<file path="config.mk">
export PLATFORM = sky130hd
export DESIGN_NAME = rand_cmp_ctrl_flat
export DESIGN_NICKNAME = d
export VERILOG_FILES = /design/src/rtl/rand_cmp_if.sv /design/src/rtl/rand_cmp_ctrl.sv /design/src/flat_wrapper.sv
export SDC_FILE = /design/constraint.sdc
export NUM_CORES = 1
export LEC_CHECK = 0
export BUFFER_PORTS_ARGS = -buffer_cell sky130_fd_sc_hd__buf_2
export CAP_MARGIN = 15
export CORE_MARGIN = 2
export CORE_UTILIZATION = 45
export DETAILED_ROUTE_END_ITERATION = 8
export PLACE_DENSITY = 0.58
export SLEW_MARGIN = 20
export SYNTH_ARGS = -nofsm -noshare
export SYNTH_HDL_FRONTEND = slang
export SYNTH_SLANG_ARGS = --single-unit
</file>
<file path="constraint.sdc">
create_clock -name clk -period 4 [get_ports clk]
set_input_delay 0 -clock clk [delete_from_list [all_inputs] [get_ports clk]]
set_output_delay 0 -clock clk [all_outputs]
set_load 0.005 [all_outputs]
</file>
<file path="src/rtl/rand_cmp_if.sv">
// Handshake and result bus for the four-number sort/sum controller.
// The master loads numbers and observes results; the slave is the controller.
interface rand_cmp_if;
   logic       in_valid;
   logic [3:0] in_number;
   logic       in_ready;
   logic       out_valid;
   logic [4:0] out_number1;
   logic [4:0] out_number2;

   modport master (
      output in_valid, in_number,
      input  in_ready, out_valid, out_number1, out_number2
   );

   modport slave (
      input  in_valid, in_number,
      output in_ready, out_valid, out_number1, out_number2
   );
endinterface

</file>
<file path="src/rtl/rand_cmp_ctrl.sv">
// Loads four unsigned 4-bit numbers, sorts them descending with a 3-stage
// compare-exchange network (one stage per cycle), then reports the sum of the
// two largest and the sum of the two smallest as a one-cycle result pulse.
module rand_cmp_ctrl #(
   parameter bit HOLD_OUT = 1'b0
) (
   input logic       clk,
   input logic       rst,
   rand_cmp_if.slave bus
);
   localparam int DATA_W = 4;
   localparam int SUM_W  = 5;
   localparam int STAGES = 3;

   typedef enum logic [1:0] {IDLE, LOAD, SORT, OUT} state_t;

   state_t            state, state_nxt;
   logic [1:0]        cnt;
   logic [1:0]        stage;
   logic [DATA_W-1:0] slot     [4];
   logic [DATA_W-1:0] slot_nxt [4];
   logic [SUM_W-1:0]  res1, res2;
   logic              in_ready_c;
   logic              out_valid_c;
   logic              accept;
   logic              last_stage;

   // Compare-exchange: larger value first; equal values keep their order.
   function automatic logic [2*DATA_W-1:0] cx(input logic [DATA_W-1:0] a,
                                              input logic [DATA_W-1:0] b);
      return (b > a) ? {b, a} : {a, b};
   endfunction

   // Zero-extended add: two 4-bit operands never overflow 5 bits.
   function automatic logic [SUM_W-1:0] add_u(input logic [DATA_W-1:0] a,
                                              input logic [DATA_W-1:0] b);
      return {1'b0, a} + {1'b0, b};
   endfunction

   assign accept     = bus.in_valid && in_ready_c;
   assign last_stage = (stage == 2'(STAGES - 1));

   // State register.
   always_ff @(posedge clk) begin
      if (rst) state <= IDLE;
      else     state <= state_nxt;
   end

   // Next-state logic.
   always_comb begin
      state_nxt = state;
      case (state)
         IDLE:    if (accept) state_nxt = LOAD;
         LOAD:    if (accept && cnt == 2'd3) state_nxt = SORT;
         SORT:    if (last_stage) state_nxt = OUT;
         default: state_nxt = IDLE;
      endcase
   end

   // Handshake and result outputs decoded from the current state.
   always_comb begin
      in_ready_c  = (state == IDLE) || (state == LOAD);
      out_valid_c = (state == OUT);
   end

   assign bus.in_ready    = in_ready_c;
   assign bus.out_valid   = out_valid_c;
   assign bus.out_number1 = (HOLD_OUT || out_valid_c) ? res1 : '0;
   assign bus.out_number2 = (HOLD_OUT || out_valid_c) ? res2 : '0;

   // One sorting-network stage applied to the current slots.
   always_comb begin
      for (int i = 0; i < 4; i++) slot_nxt[i] = slot[i];
      case (stage)
         2'd0: begin
            {slot_nxt[0], slot_nxt[1]} = cx(slot[0], slot[1]);
            {slot_nxt[2], slot_nxt[3]} = cx(slot[2], slot[3]);
         end
         2'd1: begin
            {slot_nxt[0], slot_nxt[2]} = cx(slot[0], slot[2]);
            {slot_nxt[1], slot_nxt[3]} = cx(slot[1], slot[3]);
         end
         default: begin
            {slot_nxt[1], slot_nxt[2]} = cx(slot[1], slot[2]);
         end
      endcase
   end

   // Slot loading, load counter and in-place sorting.
   always_ff @(posedge clk) begin
      if (rst) begin
         for (int i = 0; i < 4; i++) slot[i] <= '0;
         cnt <= 2'd0;
      end else if (accept) begin
         slot[cnt] <= bus.in_number;
         cnt       <= cnt + 2'd1;
      end else if (state == SORT) begin
         for (int i = 0; i < 4; i++) slot[i] <= slot_nxt[i];
      end
   end

   // Sort stage counter, running only while sorting.
   always_ff @(posedge clk) begin
      if (rst)                stage <= 2'd0;
      else if (state == SORT) stage <= stage + 2'd1;
      else                    stage <= 2'd0;
   end

   // Result registers, captured from the fully sorted slots on the last stage.
   always_ff @(posedge clk) begin
      if (rst) begin
         res1 <= '0;
         res2 <= '0;
      end else if (state == SORT && last_stage) begin
         res1 <= add_u(slot_nxt[0], slot_nxt[1]);
         res2 <= add_u(slot_nxt[2], slot_nxt[3]);
      end
   end
endmodule

</file>
<file path="src/flat_wrapper.sv">
// flat-port wrapper written by rule: the top's interface ports become plain ports
module rand_cmp_ctrl_flat 
#(
   parameter bit HOLD_OUT = 1'b0
)
  (clk, rst, bus_in_valid, bus_in_number, bus_in_ready, bus_out_valid, bus_out_number1, bus_out_number2);
  rand_cmp_if bus_i ();
  input logic clk;
  input logic rst;
  input wire logic [$bits(bus_i.in_valid)-1:0] bus_in_valid;
  input wire logic [$bits(bus_i.in_number)-1:0] bus_in_number;
  output wire logic [$bits(bus_i.in_ready)-1:0] bus_in_ready;
  output wire logic [$bits(bus_i.out_valid)-1:0] bus_out_valid;
  output wire logic [$bits(bus_i.out_number1)-1:0] bus_out_number1;
  output wire logic [$bits(bus_i.out_number2)-1:0] bus_out_number2;
  assign bus_i.in_valid = bus_in_valid;
  assign bus_i.in_number = bus_in_number;
  assign bus_in_ready = bus_i.in_ready;
  assign bus_out_valid = bus_i.out_valid;
  assign bus_out_number1 = bus_i.out_number1;
  assign bus_out_number2 = bus_i.out_number2;
  rand_cmp_ctrl #(.HOLD_OUT(HOLD_OUT)) u_core (.clk(clk), .rst(rst), .bus(bus_i));
endmodule
</file>
# Yosys cells after proc, flatten, opt, wreduce, memory -nomap -nowiden
# Memories as Yosys holds them, arrays and structs flattened.
# Index checks and enable logic that the tools add are counted.
[classes] add_sub_neg=4 order_cmp=5 eq_ne=9 muxes=30 bitwise=5 n_reduce_logical=9
[ops] operator="$mux 8" count=5
[ops] operator="$gt 4x4->1" count=5
[ops] operator="$mux 4" count=5
[ops] operator="$pmux 4 s2" count=2
[ops] operator="$pmux 8 s2" count=1
[ops] operator="$add 4x4->5" count=2
[ops] operator="$mux 1" count=10
[ops] operator="$mux 5" count=2
[ops] operator="$eq 2x2->1 const B" count=4
[ops] operator="$mux 2" count=4
[ops] operator="$ne 2x1->1 const B" count=3
[ops] operator="$pmux 2 s3" count=1
[ops] operator="$add 2x1->2 const B" count=2
[ops] operator="$eq 2x1->1 const B" count=2
[ops] operator="$logic_not 2->1" count=2
[ops] operator="$or 1x1->1" count=4
[ops] operator="$reduce_or 4->1" count=1
[ops] operator="$logic_and 1x1->1" count=3
[ops] operator="$reduce_and 3->1" count=1
[ops] operator="$reduce_or 2->1" count=1
[ops] operator="$logic_or 1x1->1" count=1
[ops] operator="$not 1->1" count=1
[word_totals] ff_bits=16 mem_bits_rw=16 inputBits=7 output_inout_bits=12 elab_cells=68 mem_count=1
[mem_list] name="u_core.slot" words=4 word_bits=4 read_ports=4 rd_ports_with_merged_regs=0 wr=4 line="rand_cmp_ctrl.sv:20" text="logic [DATA_W-1:0] slot [4];"

# Depth between registers and ports, before layout
[depth] depth_word=8 mapped_depth=14 depth_no_buf=14

# Worst setup path before layout
# No wires, ideal clock.
[synth_path] path_kind="register -> register" from="memory u_core.slot[2][1]" to="register u_core.res2[4]" setup_ns=0.130 t_arrival_ns=3.047 required_time_ns=3.870 path_slack_ns=0.823 stages_incl_launch_ff=14 path_buffers=0 synth_period_minus_slack_ns=3.177 cell_sequence="edfxtp_1 inv_1 ha_1 nor2b_4 a2111oi_4 nor3_2 a221o_1 a21o_1 and2_2 ha_1 fa_1 a21o_1 a211oi_1 nor3_1"
[synth_rtl] element="start, declared" line="rand_cmp_ctrl.sv:20"
[synth_rtl] element="end signal, assigned" line="rand_cmp_ctrl.sv:116" text="res2 <= add_u(slot_nxt[2], slot_nxt[3]);"
[synth_rtl] element="end, declared" line="rand_cmp_ctrl.sv:22" text="logic [SUM_W-1:0] res1, res2;"

==> flow_summary.yaml <==
global_routing:
  grt_first_pass_wirelength_um: 12600
  overflow: 0
  grt_pass1_vias: 2499
  grt_max_degree: 20
  antenna_found_initial: 0
  grt_usage_pct: 22.4
clocking:
  cts_made_buffers: 5
  post_cts_buffers: 0
  h-tree-depth: 2
  ctsHoldBuffers: 0
  cts-root-buf: "clkbuf_8"
  clk_latency_ns: 0.28
  cts_tree: "done"
  post_cts_resized: 0
  clock-sinks: 32
  clk_path_buf_depth: 2
  clk_pin_slew_ns: 0.07
cells_and_area:
  drive_above_1_share_pct: 13.0
  n_fill_cell: 620
  fin_nets: 394
  diodes: 0
  synthToLayoutAreaGrowth_pct: 9.93
min_path:
  hold_path.class: "input pin to flop"
worst_setup_path:
  crit_path_start_kind: "flop"
  cp_slowest_cell: "edfxtp_1"
  cp.required_ns: 4.17
  crit_family: "compound AO/OA/AOI/OAI gates"
  critPathMaxStageDelay_ns: 0.53
  crit_type: "flop to flop"
  crit_buf_inv: 1
  critPathArrivalTime_ns: 3.72
  critPathMaxFanout: 7
  crit_chain: "inv_1 > ha_1 > nor2b_4 > a2111oi_4 > nor3_2 > a221o_1 > a21o_1 > and2_2 > ha_1 > fa_1 > a21o_1 > a211oi_1 > nor3_1"
  cp-end-kind: "flop"
placed_design:
  io_buffers: 18
  gp_congestion: 0.962
  pre_cts_ws_ns: 0.473
  dp_hpwl_um: 5930
floorplanning:
  die_h_um: 84.1
  dieWidth_um: 84.1
  rows: 29
  top_level_ports: 19
  design.core.area_um2: 6280
  start_util_pct: 46.0
  die-area_um2: 7070
status:
  status: "finished clean"
synthesis:
  synthXorXnorAreaFrac_pct: 1.52
  synth.area.mux_share_pct: 2.86
  synth_compound_area_share_pct: 25.3
  ys_seq_area_share_pct: 27.7
  syn_nets: 375
  yosysTopAreaCellShare_pct: 17.3
  synth_seq_cells: 32
  synth_top_family_by_area: "compound AO/OA/AOI/OAI gates"
  synthTopCellsByArea: "ha_1 (17%), edfxtp_1 (17%), dfxtp_1 (11%), nand2_1 (4.3%), and2_1 (3.3%)"
  synthAdderAreaFrac_pct: 18.7
  async_reset_ff_share_pct: 0
  yosysTopAreaCell: "ha_1"
  yosys.area_share.simple_pct: 19.6
  syn-mean-instance-area_um2: 8.85
  yosysWarnings: 0
  synthTopCellsByCount: "ha_1 (40), nand2_1 (33), inv_1 (24)"
  synth_most_common_cell: "ha_1"
  synth_cells: 326
  yosysUniqueCellTypes: 49
  synth_area_um2: 2890
  synth-edff-count: 16
  synth_flop_cell: "edfxtp_1"
power_and_ir_drop:
  power.leakage_nw: 1.39
  irDropWorstVdd_mv: 0.344
  power-per-cell-area_nw_per_um2: 777
route:
  drt_pre_antenna_iters: 5
  first_iter_violations: 176
  wl_met1_um: 3480
  vias_per_cell: 6.15
  wire_per_inst_um: 17.9
  ant_nets: 0
  drc_errors: 0
  wl_met2_um: 3620
  wl_met3_um: 307
  highest_layer: "met4"
  vias: 2600
  wl_um: 7580
job:
  drv_cap: 0
sta:
  setup_viol: 0
  finalHoldViolations: 0
  fmax_mhz: 281
  maxSlewViolCount: 0
  fin_ws_ns: 0.447
  fin_crit_ns: 3.55
  final.setup.tns_ns: 0
  clock_skew_ns: 0.00801
  rsz0062_at_grt: "false"
  min_period_over_period_pct: 88.8
  slew_headroom_pct: 61.2
  tightest_slew_ns: 0.580
==> kinds of logic after synthesis <==
kind of cell             count (synthesis)
XOR/XNOR                                 5
multiplexers                             8
flip-flops                              32
AO/OA/AOI/OAI                           96
AND/OR/NAND/NOR                        110
adder cells (fa/ha/maj)                 42
buffers and inverters                   33
==> report_power, final <==
| part | internal (mW) | switching, mW | total [mW] | leakage [nW] |
|---|---|---|---|---|
| Sequential | 0.431 | 0.114 | 0.544 | 0.297 |
| Combinational | 0.690 | 0.920 | 1.61 | 1.04 |
| Clock | 0.184 | 0.126 | 0.310 | 0.0541 |
| Total | 1.31 | 1.16 | 2.47 | 1.39 |
==> stage by stage <==
stage          std cells  cell area [µm²]  util (%)  total power, mW  hold slack [ns]
6_report             423             3170      50.5             2.47           0.0718
5_1_grt              423             3170      50.5             2.70           0.0789
4_1_cts              423             3170      50.5             2.46           0.0627
3_5_place_dp         415             3060      48.8             2.13            0.368
3_3_place_gp         415             3060      48.8             2.14            0.368
2_1_floorplan        326             2890         -             1.73            0.185
==> path summary, 6_finish.rpt <==
path / startpoint / endpoint / slack (ns) / cells past startpoint
min: bus_in_number[0] / u_core.slot[0][0]$_DFFE_PP_ / 0.07 / 3
max: u_core.slot[2][1]$_DFFE_PP_ / u_core.res2[4]$_SDFFE_PP0P_ / 0.45 / 13
min reg2reg: u_core.res1[1]$_SDFFE_PP0P_ / u_core.res1[1]$_SDFFE_PP0P_ / 0.45 / 2
max reg2reg: u_core.slot[2][1]$_DFFE_PP_ / u_core.res2[4]$_SDFFE_PP0P_ / 0.45 / 13
==> cells in the final DEF, fill, tap and decap left out, drive strengths merged, types with 2 or more instances in the layout <==
cell	count
a211oi	5
a21o	8
a21oi	14
a221o	4
a222oi	5
a22o	8
a22oi	4
a31oi	4
a32o	4
and2	19
and3	7
buf	21
clkbuf	5
dfxtp	16
edfxtp	16
fa	2
ha	40
inv	24
mux2	2
mux2i	6
nand2	33
nand2b	5
nand3	7
nand4	5
nor2	18
nor2b	4
nor3	8
o2111ai	3
o211ai	10
o21ai	15
o221ai	4
o31ai	2
or2	2
xnor2	5
==> state kept, by name, summed over array words and instances (netlist names) <==
register and cells:
u_core.slot 16, u_core.res1 5, u_core.res2 5, u_core.cnt 2
u_core.stage 2, u_core.state 2
==> metal layers <==
layer | track usage (%) | up-vias
li1 | - | 1260
met1 | 29.3 | 1231
met2 | 37.2 | 90
met3 | 2.18 | 19
met4 | 10.3 | 0
met5 | 0 | -
==> cell type report <==
type                            count  area [µm²]  share of cell area [%]
Tap cell                           77        96.3                    3.04
Multi-Input combinational cell    261        1960                    61.8
Inverter                           24        90.1                    2.84
Sequential cell                    32         801                    25.2
Clock inverter                      3        42.5                    1.34
Clock buffer                        5        68.8                    2.17
Timing Repair Buffer               21         113                    3.55
==> worst register-to-register path, cell delays in order, from the launching register on <==
cell and delay, ns:
edfxtp_1 0.53, inv_1 0.13, ha_1 0.33, nor2b_4 0.15, a2111oi_4 0.38, nor3_2 0.14, a221o_1 0.31, a21o_1 0.17
and2_2 0.19, ha_1 0.21, fa_1 0.43, a21o_1 0.17, a211oi_1 0.23, nor3_1 0.07
Power figures use the tool's default switching activity.
